===== src/rtl/bomb_pkg.sv =====
// Shared encodings for the bomb game sequencer: game states, module versions,
// default timing, and a small popcount helper for strike aggregation.
package bomb_pkg;

  localparam logic [2:0] ST_IDLE     = 3'd0;
  localparam logic [2:0] ST_SETUP    = 3'd1;
  localparam logic [2:0] ST_ARMED    = 3'd2;
  localparam logic [2:0] ST_EXPLODED = 3'd3;
  localparam logic [2:0] ST_DEFUSED  = 3'd4;

  typedef enum logic [1:0] {
    VERSION_A = 2'd0,
    VERSION_B = 2'd1,
    VERSION_C = 2'd2,
    VERSION_D = 2'd3
  } version_t;

  localparam int unsigned DEFAULT_TICKS_PER_SEC = 27_000_000;

  function automatic logic [3:0] popcount8(input logic [7:0] v);
    logic [3:0] n;
    n = '0;
    for (int unsigned i = 0; i < 8; i++) begin
      n = n + {3'b000, v[i]};
    end
    return n;
  endfunction

endpackage


===== src/rtl/countdown_timer.sv =====
// Countdown timer: prescaler divides the clock down to one tick per second and
// the seconds register counts down from START_SECONDS while run is high.
module countdown_timer
  import bomb_pkg::*;
#(
  parameter int unsigned TICKS_PER_SEC = DEFAULT_TICKS_PER_SEC,
  parameter int unsigned START_SECONDS = 300
) (
  input  logic       clock,
  input  logic       reset,
  input  logic       load,
  input  logic       run,
  output logic [9:0] seconds_left,
  output logic       tick,
  output logic       expire
);

  localparam int unsigned PW = (TICKS_PER_SEC > 1) ? $clog2(TICKS_PER_SEC) : 1;
  localparam logic [PW-1:0] P_LAST = PW'(TICKS_PER_SEC - 1);

  logic [PW-1:0] prescaler;

  // Tick is combinational so it lines up with the edge that decrements seconds.
  assign tick   = run && (prescaler == P_LAST);
  assign expire = tick && (seconds_left == 10'd1);

  always_ff @(posedge clock) begin
    if (!reset) begin
      prescaler    <= '0;
      seconds_left <= 10'(START_SECONDS);
    end else if (load) begin
      prescaler    <= '0;
      seconds_left <= 10'(START_SECONDS);
    end else if (run) begin
      if (tick) begin
        prescaler <= '0;
        if (seconds_left != '0) begin
          seconds_left <= seconds_left - 10'd1;
        end
      end else begin
        prescaler <= prescaler + 1'b1;
      end
    end
  end

endmodule


===== src/rtl/bomb_controller.sv =====
// Game sequencer: configures each puzzle module with a random version, arms
// them, runs the countdown, aggregates strikes and decides the outcome.
module bomb_controller
  import bomb_pkg::*;
#(
  parameter int unsigned NUM_MODULES   = 4,
  parameter int unsigned MAX_STRIKES   = 3,
  parameter int unsigned TICKS_PER_SEC = DEFAULT_TICKS_PER_SEC,
  parameter int unsigned START_SECONDS = 300
) (
  input  logic                     clock,
  input  logic                     reset,
  input  logic                     start,
  input  logic [3:0]               rng_output,
  input  logic [NUM_MODULES-1:0]   module_strike,
  input  logic [NUM_MODULES-1:0]   module_defused,
  output logic [NUM_MODULES-1:0]   module_enable,
  output logic [NUM_MODULES-1:0]   module_rng_enable,
  output logic [2*NUM_MODULES-1:0] module_version,
  output logic [9:0]               seconds_left,
  output logic [2:0]               strike_count,
  output logic [2:0]               game_state,
  output logic                     tick_1hz,
  output logic                     exploded,
  output logic                     bomb_defused
);

  localparam int unsigned IW = (NUM_MODULES > 1) ? $clog2(NUM_MODULES) : 1;

  logic [2:0]             state;
  logic                   start_q;
  logic [IW-1:0]          setup_idx;
  logic [NUM_MODULES-1:0] strike_q;
  logic [NUM_MODULES-1:0] strike_rise;
  logic [3:0]             strike_sum;
  logic [2:0]             strike_next;
  logic                   start_rise;
  logic                   idle_like;
  logic                   armed;
  logic                   timer_load;
  logic                   timer_expire;
  logic                   explode_now;
  logic                   defuse_now;
  logic                   unused_rng_bits;

  assign unused_rng_bits = ^rng_output[3:2];

  assign start_rise = start & ~start_q;
  assign idle_like  = (state == ST_IDLE) || (state == ST_EXPLODED) || (state == ST_DEFUSED);
  assign armed      = (state == ST_ARMED);
  assign timer_load = start_rise && idle_like;

  assign strike_rise = module_strike & ~strike_q;
  assign strike_sum  = {1'b0, strike_count} + popcount8(8'(strike_rise));
  assign strike_next = (strike_sum >= 4'(MAX_STRIKES)) ? 3'(MAX_STRIKES) : strike_sum[2:0];

  // Explosion is checked before defuse so a simultaneous outcome detonates.
  assign explode_now = armed && ((strike_sum >= 4'(MAX_STRIKES)) || timer_expire);
  assign defuse_now  = armed && (&module_defused);

  countdown_timer #(
    .TICKS_PER_SEC(TICKS_PER_SEC),
    .START_SECONDS(START_SECONDS)
  ) u_timer (
    .clock       (clock),
    .reset       (reset),
    .load        (timer_load),
    .run         (armed),
    .seconds_left(seconds_left),
    .tick        (tick_1hz),
    .expire      (timer_expire)
  );

  always_ff @(posedge clock) begin
    if (!reset) begin
      state          <= ST_IDLE;
      start_q        <= 1'b0;
      setup_idx      <= '0;
      strike_q       <= '0;
      strike_count   <= '0;
      module_version <= '0;
    end else begin
      start_q  <= start;
      strike_q <= module_strike;
      case (state)
        ST_IDLE, ST_EXPLODED, ST_DEFUSED: begin
          if (start_rise) begin
            state        <= ST_SETUP;
            setup_idx    <= '0;
            strike_count <= '0;
          end
        end
        ST_SETUP: begin
          for (int unsigned i = 0; i < NUM_MODULES; i++) begin
            if (setup_idx == IW'(i)) begin
              module_version[2*i +: 2] <= rng_output[1:0];
            end
          end
          if (setup_idx == IW'(NUM_MODULES - 1)) begin
            state     <= ST_ARMED;
            setup_idx <= '0;
          end else begin
            setup_idx <= setup_idx + 1'b1;
          end
        end
        ST_ARMED: begin
          strike_count <= strike_next;
          if (explode_now) begin
            state <= ST_EXPLODED;
          end else if (defuse_now) begin
            state <= ST_DEFUSED;
          end
        end
        default: state <= ST_IDLE;
      endcase
    end
  end

  always_comb begin
    module_rng_enable = '0;
    if (state == ST_SETUP) begin
      for (int unsigned i = 0; i < NUM_MODULES; i++) begin
        if (setup_idx == IW'(i)) begin
          module_rng_enable[i] = 1'b1;
        end
      end
    end
  end

  assign module_enable = armed ? '1 : '0;
  assign game_state    = state;
  assign exploded      = (state == ST_EXPLODED);
  assign bomb_defused  = (state == ST_DEFUSED);

endmodule


===== config.mk =====
export PLATFORM = sky130hd
export DESIGN_NAME = bomb_controller
export DESIGN_NICKNAME = d
export VERILOG_FILES = /design/src/rtl/bomb_pkg.sv /design/src/rtl/countdown_timer.sv /design/src/rtl/bomb_controller.sv
export SDC_FILE = /design/constraint.sdc
export NUM_CORES = 1
export LEC_CHECK = 0
export CORE_ASPECT_RATIO = 1.1
export CORE_MARGIN = 4
export CORE_UTILIZATION = 53
export CTS_CLUSTER_DIAMETER = 120
export CTS_CLUSTER_SIZE = 28
export DETAILED_ROUTE_END_ITERATION = 7
export PLACE_DENSITY = 0.81
export SLEW_MARGIN = 20
export SYNTH_ARGS = -nofsm -noshare
export SYNTH_HDL_FRONTEND = slang
export SYNTH_SLANG_ARGS = --single-unit

===== constraint.sdc =====
create_clock -name clock -period 2.9 [get_ports clock]
set_input_delay 0.29 -clock clock [delete_from_list [all_inputs] [get_ports clock]]
set_output_delay 0.29 -clock clock [all_outputs]
set_load 0.01 [all_outputs]

==> run summary <==
=================================================================================
Register clock-pin slew on the reported worst setup and hold paths        0.10 ns
1st-iter DRT viols                                                             99
Total chip power                                                          1.33 mW
Count of warnings emitted by yosys                                              0
Maximum number of pins on one net before global-route repair                   23
Tightest Pin Transition                                                  0.539 ns
Die Wd                                                                    78.3 µm
Critical register-to-register path startpoint                        strike_q[0]$_SDFF_PN0_
Via count of the first global-routing pass                                   2269
Final total negative setup slack                                             0 ns
Synth top area cells                                                 sky130_fd_sc_hd__dfxtp_1 39%, sky130_fd_sc_hd__xor2_1 6.4%, sky130_fd_sc_hd__nor2_1 4.4%
Die span in y                                                             85.4 µm
Effective utilization at floorplan                                          0.561
Power per cell area                                                    382 nW/µm²
Post-route standard cell area excluding fillers                          3490 µm²
Synthesized cell area                                                    2880 µm²
Count of buffers from port buffering                                           47
Post-synthesis area per instance                                         8.79 µm²
Start point of the critical path                                     module_strike[0]
Final Hold Viols                                                                0
RSZ-0062 raised after global routing                                           no
Antenna violations before repair                                                0
Total Nets Final                                                              397
# rows                                                                         27
Setup Viol. Count Final                                                         0
Number of synthesized flops with an enable pin                                  0
Worst min path class                                                   reg -> reg
Critical Path RT                                                          3.09 ns
Cell count after synthesis                                                    328
DP Wirelength                                                             4.22 mm
P_leak                                                                    1.30 nW
Number of top-level pins                                                       50
Relative max-transition margin                                              0.639
Main flop type after synthesis                                       sky130_fd_sc_hd__dfxtp_1
Antenna diode count                                                             0
Clock insertion delay at the later pin of the skew report                 0.31 ns
Fraction of synthesized cell area taken by the top area cell type           0.389
Post-DRT Antenna Nets                                                           0
Number of iterations in the first detailed-routing pass                         4
Startpoint of the tightest hold check path                           module_version[1]$_SDFFE_PN0P_
TritonCTS sink count                                                           56
Wire length of the first global-routing pass                              10.1 mm
Post-layout instance count excluding filler cells                             444
Timing-limited maximum frequency                                          373 MHz
Leading cell types in the layout, fill and taps excluded             55 x sky130_fd_sc_hd__dfxtp_1, 46 x sky130_fd_sc_hd__clkdlybuf4s50_1, 34 x sky130_fd_sc_hd__nor2_1
Peak VDD IR                                                                352 µV
Critical path peak fanout                                                       3
Vias post-DR                                                                 2428
Leading cell type in the layout, fill and taps excluded              sky130_fd_sc_hd__dfxtp_1
Sequential area share after synthesis                                       0.389
Register cell area after layout                                          1120 µm²
Overall routed net length                                                 5.73 mm
Cell at the root of the clock tree                                   sky130_fd_sc_hd__clkbuf_8
Number of placed cells counting well taps                                     436
Worst-case clock buffer depth                                                   2
Finished Core Util                                                          0.679
Number of inserted filler cells in the final layout                           435
Die area                                                                 6680 µm²
Kind of critical path                                                   in -> reg
Post-detailed-route wirelength per cell                                   12.9 µm
Number of different library cells in the post-synthesis netlist                52
Vias per inst                                                                5.47
Worst clock skew on the final layout                                    0.0100 ns
Arrival time worst endpoint                                               2.88 ns
Share of post-route cells with drive strength above 1                      0.0806
Syn_nets                                                                      354
Maximum Capacitance Violations                                                  0
Area of combinational cells with multiple inputs                         1590 µm²
Number of synthesized register bits                                            56
Final period utilization                                                    0.925
Placement Cell Area                                                      3380 µm²
Final number of max-transition violations                                       0
Remaining DRCs                                                                  0
Number of levels in the clock H-tree                                            2
GRT Resource Usage Total                                                    0.181
Placement-stage worst setup slack                                       -0.104 ns
CTS Buf Count                                                                   5
Total congestion overflow                                                       0
Final weighted congestion of routability-driven global placement            0.817
Core area                                                                5130 µm²
Result of the run                                                       completed
Worst setup SP type                                                  primary input
Element type at the critical path end                                        flop
Setup slack after layout                                                 0.217 ns
Time the final worst path needs with I/O delays and setup                 2.68 ns
Cell taking the most area after synthesis                            sky130_fd_sc_hd__dfxtp_1
Post-route worst hold slack                                              0.467 ns
CTS tree                                                                     done
Share of synthesized flip-flops with an asynchronous set or reset               0
Area overhead of the layout relative to synthesis                           21.0%
=================================================================================
[repair_timing]
| action | CTS | global route |
|---|---|---|
| buffers inserted | 0 | 0 |
| setup endpoints to repair | 1 | 2 |
| hold buffers | 0 | 0 |
| resized for setup | 2 | 3 |
| pin swaps | 0 | 0 |
| hold endpoints to repair | 0 | 0 |
[synth_stat cells (4+ instances only)]
library cell               instances
sky130_fd_sc_hd__nor2_1           34
sky130_fd_sc_hd__o31ai_1           4
sky130_fd_sc_hd__and2_1            8
sky130_fd_sc_hd__nor2b_1           8
sky130_fd_sc_hd__buf_4             6
sky130_fd_sc_hd__and3_1           10
sky130_fd_sc_hd__a21boi_0          7
sky130_fd_sc_hd__and4_1            5
sky130_fd_sc_hd__or3_1             6
sky130_fd_sc_hd__clkbuf_1         10
sky130_fd_sc_hd__inv_1            13
sky130_fd_sc_hd__nand3_1          22
sky130_fd_sc_hd__dfxtp_1          56
sky130_fd_sc_hd__nand4_1          12
sky130_fd_sc_hd__nand2_1          24
sky130_fd_sc_hd__or4_1             5
sky130_fd_sc_hd__ha_1              8
sky130_fd_sc_hd__a21oi_1          11
sky130_fd_sc_hd__nand2b_1          7
sky130_fd_sc_hd__o21ai_0           7
sky130_fd_sc_hd__xor2_1           21
[layout make-up]
class / count / area share
multi-input cells: 239 / 0.457
flip-flops and latches: 56 / 0.322
repair buffers: 55 / 0.153
well taps: 72 / 0.0258
clock buffers: 5 / 0.0197
inverters: 14 / 0.0165
clock inverters: 3 / 0.00681
[final timing paths]
check / end / slack, ns / cells past startpoint
worst min register to register: module_version[1]$_SDFFE_PN0P_ / 0.47 / 2
worst max register to register: game_state[0]$_SDFFE_PN0P_ / 0.30 / 8
worst max-delay path: game_state[0]$_SDFFE_PN0P_ / 0.22 / 9
worst min-delay path: module_version[1]$_SDFFE_PN0P_ / 0.47 / 2
[metal layers]
layer	wire, µm	vias to the layer above	share of wire	global-route usage
met5	0	-	0	0
met1	2660	1164	0.46	0.236
met2	2840	33	0.50	0.299
li1	-	1226	-	-
met3	162	5	0.028	0.0318
met4	73	0	0.013	0.0668
[worst max-delay path: stages]
cell and delay (ns):
sky130_fd_sc_hd__clkdlybuf4s50_1 0.48, sky130_fd_sc_hd__nand2b_1 0.09, sky130_fd_sc_hd__fa_1 0.50, sky130_fd_sc_hd__fa_1 0.44, sky130_fd_sc_hd__inv_1 0.08, sky130_fd_sc_hd__fa_1 0.44
sky130_fd_sc_hd__a21oi_1 0.28, sky130_fd_sc_hd__a32o_1 0.23, sky130_fd_sc_hd__nor3_2 0.05
[where the power goes]
| group | switching [mW] | internal (mW) | leakage (nW) | total, mW |
|---|---|---|---|---|
| clock network | 0.260 | 0.172 | 0.0404 | 0.432 |
| logic | 0.0619 | 0.0555 | 0.807 | 0.117 |
| registers | 0.00672 | 0.778 | 0.454 | 0.784 |
| total | 0.329 | 1.00 | 1.30 | 1.33 |
[sequential cells by signal, indices dropped and copies added, names as in the netlist]
register	flops
u_timer.prescaler	25
u_timer.seconds_left	10
module_version	8
strike_q	4
game_state	3
strike_count	3
setup_idx	2
start_q	1
[cell families after synthesis]
group / share of synthesized area
XOR/XNOR: 0.0729
multiplexers: 0.0109
flip-flops: 0.389
AND/OR/NAND/NOR: 0.328
AO/OA/AOI/OAI: 0.0807
buffers and inverters: 0.0634
adder cells (fa/ha/maj): 0.0556
(Power assumes the default switching activity.)
